===== src/rtl/mctrl_pkg.sv =====
// Shared encodings for the multi-cycle MIPS sequencing controller.
// MCTRL_ILLEGAL_TRAP_EN adds the TRAP state for illegal opcodes.
package mctrl_pkg;

    localparam int unsigned ST_W     = 4;
    localparam int unsigned OPCODE_W = 6;

    typedef enum logic [ST_W-1:0] {
        IDLE      = 4'd0,
        FETCH     = 4'd1,
        DECODE    = 4'd2,
        MEM_ADDR  = 4'd3,
        MEM_READ  = 4'd4,
        MEM_WB    = 4'd5,
        MEM_WRITE = 4'd6,
        R_EXEC    = 4'd7,
        R_WB      = 4'd8,
        I_EXEC    = 4'd9,
        I_WB      = 4'd10,
        BRANCH    = 4'd11,
        JAL       = 4'd12
`ifdef MCTRL_ILLEGAL_TRAP_EN
        , TRAP    = 4'd13
`endif
    } state_t;

    localparam logic [OPCODE_W-1:0] OP_RTYPE = 6'b000000;
    localparam logic [OPCODE_W-1:0] OP_LW    = 6'b100011;
    localparam logic [OPCODE_W-1:0] OP_SW    = 6'b101011;
    localparam logic [OPCODE_W-1:0] OP_BEQ   = 6'b000100;
    localparam logic [OPCODE_W-1:0] OP_ADDI  = 6'b001000;
    localparam logic [OPCODE_W-1:0] OP_ANDI  = 6'b001100;
    localparam logic [OPCODE_W-1:0] OP_ORI   = 6'b001101;
    localparam logic [OPCODE_W-1:0] OP_JAL   = 6'b000011;

    localparam logic [2:0] ALUOP_ADD   = 3'b000;
    localparam logic [2:0] ALUOP_SUB   = 3'b001;
    localparam logic [2:0] ALUOP_FUNCT = 3'b010;
    localparam logic [2:0] ALUOP_AND   = 3'b100;
    localparam logic [2:0] ALUOP_OR    = 3'b101;

    localparam logic [1:0] ALUB_REGB    = 2'b00;
    localparam logic [1:0] ALUB_FOUR    = 2'b01;
    localparam logic [1:0] ALUB_IMM     = 2'b10;
    localparam logic [1:0] ALUB_IMM_SH2 = 2'b11;

    localparam logic [1:0] M2R_ALUOUT = 2'b00;
    localparam logic [1:0] M2R_MDR    = 2'b01;
    localparam logic [1:0] M2R_PC     = 2'b10;

    localparam logic [1:0] RDST_RT = 2'b00;
    localparam logic [1:0] RDST_RD = 2'b01;
    localparam logic [1:0] RDST_RA = 2'b10;

    localparam logic [1:0] PCSRC_ALU    = 2'b00;
    localparam logic [1:0] PCSRC_ALUOUT = 2'b01;
    localparam logic [1:0] PCSRC_JUMP   = 2'b10;

    typedef struct packed {
        logic       pc_write;
        logic       pc_write_cond;
        logic       iord;
        logic       mem_read;
        logic       mem_write;
        logic       ir_write;
        logic [1:0] mem_to_reg;
        logic [1:0] reg_dst;
        logic       reg_write;
        logic       alu_src_a;
        logic [1:0] alu_src_b;
        logic [2:0] alu_op;
        logic [1:0] pc_source;
        logic       instr_done;
        logic       trap;
    } ctrl_t;

    function automatic logic is_legal_op(input logic [OPCODE_W-1:0] op);
        case (op)
            OP_RTYPE, OP_LW, OP_SW, OP_BEQ,
            OP_ADDI, OP_ANDI, OP_ORI, OP_JAL: return 1'b1;
            default:                          return 1'b0;
        endcase
    endfunction

    function automatic logic [2:0] imm_alu_op(input logic [OPCODE_W-1:0] op);
        case (op)
            OP_ANDI: return ALUOP_AND;
            OP_ORI:  return ALUOP_OR;
            default: return ALUOP_ADD;
        endcase
    endfunction

endpackage


===== src/rtl/mctrl_output_decode.sv =====
// Moore output decode: state (plus opcode/mem_ready where needed) -> datapath controls.
// MCTRL_ILLEGAL_TRAP_EN selects trap vs. NOP handling of illegal opcodes.
module mctrl_output_decode
    import mctrl_pkg::*;
(
    input  state_t              i_state,
    input  logic [OPCODE_W-1:0] i_opcode,
    input  logic                i_mem_ready,
    output ctrl_t               o_ctrl_c
);

    always_comb begin
        o_ctrl_c = '0;
        case (i_state)
            FETCH: begin
                o_ctrl_c.mem_read  = 1'b1;
                o_ctrl_c.alu_src_b = ALUB_FOUR;
                o_ctrl_c.ir_write  = i_mem_ready;
                o_ctrl_c.pc_write  = i_mem_ready;
            end
            DECODE: begin
                o_ctrl_c.alu_src_b = ALUB_IMM_SH2;
`ifndef MCTRL_ILLEGAL_TRAP_EN
                // Illegal opcode retires here as a NOP
                o_ctrl_c.instr_done = !is_legal_op(i_opcode);
`endif
            end
            MEM_ADDR: begin
                o_ctrl_c.alu_src_a = 1'b1;
                o_ctrl_c.alu_src_b = ALUB_IMM;
            end
            MEM_READ: begin
                o_ctrl_c.mem_read = 1'b1;
                o_ctrl_c.iord     = 1'b1;
            end
            MEM_WB: begin
                o_ctrl_c.reg_dst    = RDST_RT;
                o_ctrl_c.mem_to_reg = M2R_MDR;
                o_ctrl_c.reg_write  = 1'b1;
                o_ctrl_c.instr_done = 1'b1;
            end
            MEM_WRITE: begin
                o_ctrl_c.mem_write  = 1'b1;
                o_ctrl_c.iord       = 1'b1;
                o_ctrl_c.instr_done = i_mem_ready;
            end
            R_EXEC: begin
                o_ctrl_c.alu_src_a = 1'b1;
                o_ctrl_c.alu_src_b = ALUB_REGB;
                o_ctrl_c.alu_op    = ALUOP_FUNCT;
            end
            R_WB: begin
                o_ctrl_c.reg_dst    = RDST_RD;
                o_ctrl_c.mem_to_reg = M2R_ALUOUT;
                o_ctrl_c.reg_write  = 1'b1;
                o_ctrl_c.instr_done = 1'b1;
            end
            I_EXEC: begin
                o_ctrl_c.alu_src_a = 1'b1;
                o_ctrl_c.alu_src_b = ALUB_IMM;
                o_ctrl_c.alu_op    = imm_alu_op(i_opcode);
            end
            I_WB: begin
                o_ctrl_c.reg_dst    = RDST_RT;
                o_ctrl_c.mem_to_reg = M2R_ALUOUT;
                o_ctrl_c.reg_write  = 1'b1;
                o_ctrl_c.instr_done = 1'b1;
            end
            BRANCH: begin
                o_ctrl_c.alu_src_a     = 1'b1;
                o_ctrl_c.alu_src_b     = ALUB_REGB;
                o_ctrl_c.alu_op        = ALUOP_SUB;
                o_ctrl_c.pc_write_cond = 1'b1;
                o_ctrl_c.pc_source     = PCSRC_ALUOUT;
                o_ctrl_c.instr_done    = 1'b1;
            end
            JAL: begin
                o_ctrl_c.pc_write   = 1'b1;
                o_ctrl_c.pc_source  = PCSRC_JUMP;
                o_ctrl_c.reg_dst    = RDST_RA;
                o_ctrl_c.mem_to_reg = M2R_PC;
                o_ctrl_c.reg_write  = 1'b1;
                o_ctrl_c.instr_done = 1'b1;
            end
`ifdef MCTRL_ILLEGAL_TRAP_EN
            TRAP: o_ctrl_c.trap = 1'b1;
`endif
            default: ;
        endcase
    end

endmodule


===== src/rtl/multicycle_control_fsm.sv =====
// Multi-cycle MIPS sequencing controller: state register + dispatch, outputs decoded from state.
// MCTRL_ILLEGAL_TRAP_EN: illegal opcodes lock into TRAP until reset instead of retiring as NOPs.
module multicycle_control_fsm
    import mctrl_pkg::*;
#(
    parameter int unsigned STATE_W = 4
) (
    input  logic               clk,
    input  logic               rst_n,
    input  logic [5:0]         opcode,
    input  logic               mem_ready,
    output logic               PCWrite,
    output logic               PCWriteCond,
    output logic               IorD,
    output logic               MemRead,
    output logic               MemWrite,
    output logic               IRWrite,
    output logic [1:0]         MemToReg,
    output logic [1:0]         RegDst,
    output logic               RegWrite,
    output logic               ALUSrcA,
    output logic [1:0]         ALUSrcB,
    output logic [2:0]         ALUOp,
    output logic [1:0]         PCSource,
    output logic               instr_done,
    output logic               trap,
    output logic [STATE_W-1:0] state
);

    state_t r_state;
    ctrl_t  w_ctrl;

    // State register and next-state dispatch
    always_ff @(posedge clk or negedge rst_n) begin
        if (!rst_n) begin
            r_state <= IDLE;
        end else begin
            case (r_state)
                IDLE:      r_state <= FETCH;
                FETCH:     if (mem_ready) r_state <= DECODE;
                DECODE: begin
                    case (opcode)
                        OP_LW, OP_SW:              r_state <= MEM_ADDR;
                        OP_RTYPE:                  r_state <= R_EXEC;
                        OP_ADDI, OP_ANDI, OP_ORI:  r_state <= I_EXEC;
                        OP_BEQ:                    r_state <= BRANCH;
                        OP_JAL:                    r_state <= JAL;
`ifdef MCTRL_ILLEGAL_TRAP_EN
                        default:                   r_state <= TRAP;
`else
                        default:                   r_state <= FETCH;
`endif
                    endcase
                end
                MEM_ADDR:  r_state <= (opcode == OP_LW) ? MEM_READ : MEM_WRITE;
                MEM_READ:  if (mem_ready) r_state <= MEM_WB;
                MEM_WRITE: if (mem_ready) r_state <= FETCH;
                R_EXEC:    r_state <= R_WB;
                I_EXEC:    r_state <= I_WB;
                MEM_WB, R_WB, I_WB, BRANCH, JAL: r_state <= FETCH;
`ifdef MCTRL_ILLEGAL_TRAP_EN
                TRAP:      r_state <= TRAP;
`endif
                default:   r_state <= IDLE;
            endcase
        end
    end

    mctrl_output_decode u_decode (
        .i_state     (r_state),
        .i_opcode    (opcode),
        .i_mem_ready (mem_ready),
        .o_ctrl_c    (w_ctrl)
    );

    assign PCWrite     = w_ctrl.pc_write;
    assign PCWriteCond = w_ctrl.pc_write_cond;
    assign IorD        = w_ctrl.iord;
    assign MemRead     = w_ctrl.mem_read;
    assign MemWrite    = w_ctrl.mem_write;
    assign IRWrite     = w_ctrl.ir_write;
    assign MemToReg    = w_ctrl.mem_to_reg;
    assign RegDst      = w_ctrl.reg_dst;
    assign RegWrite    = w_ctrl.reg_write;
    assign ALUSrcA     = w_ctrl.alu_src_a;
    assign ALUSrcB     = w_ctrl.alu_src_b;
    assign ALUOp       = w_ctrl.alu_op;
    assign PCSource    = w_ctrl.pc_source;
    assign instr_done  = w_ctrl.instr_done;
    assign trap        = w_ctrl.trap;
    assign state       = STATE_W'(r_state);

endmodule


===== config.mk =====
export PLATFORM = sky130hd
export DESIGN_NAME = multicycle_control_fsm
export DESIGN_NICKNAME = d
export VERILOG_FILES = /design/src/rtl/mctrl_pkg.sv /design/src/rtl/mctrl_output_decode.sv /design/src/rtl/multicycle_control_fsm.sv
export SDC_FILE = /design/constraint.sdc
export NUM_CORES = 1
export LEC_CHECK = 0
export ABC_CLOCK_PERIOD_IN_PS = 1850
export CAP_MARGIN = 20
export CORE_MARGIN = 5
export CORE_UTILIZATION = 39
export CTS_BUF_LIST = sky130_fd_sc_hd__clkbuf_16
export DETAILED_ROUTE_END_ITERATION = 8
export PLACE_DENSITY = 0.76
export REMOVE_ABC_BUFFERS = 1
export SLEW_MARGIN = 20
export SYNTH_ARGS = -nofsm -noshare
export SYNTH_HDL_FRONTEND = slang
export SYNTH_HIERARCHICAL = 1
export SYNTH_SLANG_ARGS = --single-unit

===== constraint.sdc =====
create_clock -name clk -period 1.85 [get_ports clk]
set_input_delay 0.2775 -clock clk [delete_from_list [all_inputs] [get_ports clk]]
set_output_delay 0.2775 -clock clk [all_outputs]
set_load 0.01 [all_outputs]

==> results_dict.tcl <==
set metrics [dict create \
    cts_buffers 3 \
    ios 34 \
    synth-seq-cells 4 \
    overflow 0 \
    insertion_delay_ns 0.23 \
    ys.warnings.count 6 \
    synthMuxAreaShare 0.0168 \
    hold_violations 0 \
    hold_class "primary input to async pin" \
    core_area_um2 1690 \
    cp_max_fo 5 \
    largest_reg_flops 4 \
    portBuffers 32 \
    seq_area_frac_synth 0.149 \
    synth_compound_area_frac 0.259 \
    synthTopCellsByArea "dfrtp_1 (15%), nor3_1 (7.4%), nand2b_1 (6.5%)" \
    finalMaxSlewViolations 0 \
    vias 905 \
    cts_tree "done" \
    ys_types 43 \
    peakVddDrop_mv 0.682 \
    cp.required_ns 1.57 \
    design_area_um2 1220 \
    maxCapViolCount 0 \
    grt_pass1_wl_um 3910 \
    cts_root_buf "clkbuf_16" \
    dpl_cell_area_um2 1130 \
    grt_pass1_vias 867 \
    start_kind "register" \
    nets 154 \
    synth_edf_count 0 \
    postRouteAntennaNets 0 \
    finalPower_mw 1.83 \
    routabilityCongestion 0.892 \
    area.growth.synth_to_final_pct 81.6 \
    synthFlopType "dfrtp_1" \
    grt_usage 0.194 \
    period_minus_slack_ns 1.81 \
    status "finished, final reports clean" \
    drcViolationCount 0 \
    routed_via_density 5.66 \
    arrival_ns 1.53 \
    synth_top_cell_by_area "dfrtp_1" \
    antenna_cells 0 \
    synthXorXnorAreaFrac 0.0391 \
    worstSetupPathType "register to output pin" \
    syn_inst 93 \
    dp_hpwl_um 1810 \
    drive_gt1_frac 0.350 \
    synth_top_family_by_area "simple AND/OR/NAND/NOR gates" \
    setup_viol 0 \
    synth_area_per_cell_um2 7.22 \
    power_density_nw_per_um2 1500 \
    p_leak_nw 0.567 \
    dieArea_um2 2650 \
    antenna_found_initial 0 \
    cts.clk_slew.worst_paths_ns 0.03 \
    fmax_mhz 554 \
    cts_buffer_depth 2 \
    wl_per_cell_um 15.0 \
    dieWidth_um 51.5 \
    synthAdderAreaFrac 0 \
    yosysTopAreaCellShare 0.149 \
    rows 15 \
    die_h_um 51.5 \
    syn_area_um2 672 \
    synth-simple-area-share 0.426 \
    grt_max_degree 15 \
    cts.htree.levels 1 \
    rsz0062_at_grt "false" \
    routed_wl_um 2400 \
    period_share 0.976 \
    post-place-ws_ns -0.366 \
    drt_iter0_markers 13 \
    ys_async_sr_fraction 1.00 \
    start_util 0.398 \
    drtPass1Iterations 4 \
    clock_skew_ns 0.00406 \
    crit_path_end_kind "output pin" \
    numClockSinks 4 \
    layout_setup_ws_ns 0.0440 \
]
==> synth_stat cells, types with 2 or more instances <==
| library cell | n |
|---|---|
| nor2_1 | 7 |
| or3_1 | 2 |
| o21bai_1 | 2 |
| buf_4 | 3 |
| inv_1 | 2 |
| or2_2 | 2 |
| a41oi_1 | 2 |
| xnor2_1 | 2 |
| nand3_1 | 2 |
| o211ai_1 | 2 |
| o21ai_0 | 3 |
| dfrtp_1 | 4 |
| nor4b_1 | 2 |
| buf_2 | 5 |
| or3b_1 | 2 |
| nor3_1 | 10 |
| a21oi_1 | 3 |
| nand2b_1 | 7 |
| nand3b_1 | 2 |
| nand2_1 | 6 |
==> what timing repair did <==
item | 4_1_cts | 5_1_grt
resized for setup | 27 | 23
buffers inserted | 1 | 0
pin swaps | 0 | 1
setup endpoints to repair | 20 | 11
hold buffers | 0 | 0
==> placed cells by master, fill, tap and decap left out, drive strengths merged, types with 3 or more instances in the layout <==
cell	count
dlymetal6s2s	3
dfrtp	4
buf	26
nor2	7
a21oi	3
clkdlybuf4s50	9
nor3	10
dlygate4sd2	12
nand2	6
nand2b	7
clkbuf	8
o21ai	3
==> power by group <==
group	switching [mW]	internal, mW
Clock	0.0691	0.277
Sequential	0.0484	0.135
Combinational	0.646	0.654
Total	0.764	1.07
==> per-layer routing <==
| metal | track usage | part of all wire | wire length (µm) | vias to the layer above |
|---|---|---|---|---|
| met2 | 0.345 | 0.51 | 1220 | 29 |
| li1 | - | - | - | 445 |
| met5 | 0 | 0 | 0 | - |
| met4 | 0.0961 | 0.028 | 66 | 0 |
| met1 | 0.229 | 0.43 | 1030 | 426 |
| met3 | 0.0201 | 0.033 | 80 | 5 |
==> final cells by class <==
class	count	area (µm²)
Multi-Input combinational cell	77	537
Timing Repair Buffer	57	474
Fill cell	152	469
Sequential cell	4	105
Clock buffer	3	75.1
Tap cell	17	21.3
Inverter	2	7.51
==> path summary, 6_finish.rpt <==
kind	from	to	slack, ns	cells after the start
max in group asynchronous	rst_n	state[3]$_DFFE_PN0P_	1.42	1
worst max-delay path	state[2]$_DFFE_PN0P_	instr_done	0.04	4
worst min-delay path	rst_n	state[2]$_DFFE_PN0P_	0.25	1
worst min register to register	state[3]$_DFFE_PN0P_	state[2]$_DFFE_PN0P_	0.66	2
worst max register to register	state[2]$_DFFE_PN0P_	state[0]$_DFFE_PN0P_	0.36	4
min in group clk	opcode[5]	state[2]$_DFFE_PN0P_	0.62	4
==> critical path, cell delays in order, from the launching register on <==
cell and delay, ns:
dfrtp_2 0.43, or3b_1 0.37, a41oi_1 0.20, a221o_2 0.18, clkbuf_2 0.13
==> per-stage QoR <==
stage          setup TNS, ns  std cells   util  hold WS [ns]
2_1_floorplan        -0.0236         83      -       -0.0181
3_5_place_dp           -1.53        156  0.670         0.491
5_1_grt                    0        160  0.722         0.261
6_report                   0        160  0.722         0.247
4_1_cts               -0.140        160  0.718         0.247
3_3_place_gp           -1.37        156  0.670         0.483
==> logic make-up (layout without fill, tap and decap cells) <==
family,Yosys count,after routing
and+or+nand+nor,49,49
AOI/OAI and AO/OA,23,23
buffers and inverters,12,62
DFF,4,4
xor gates and xnor gates,3,3
other,1,1
muxes,1,1
No activity file was read; power rests on OpenSTA's default activity.
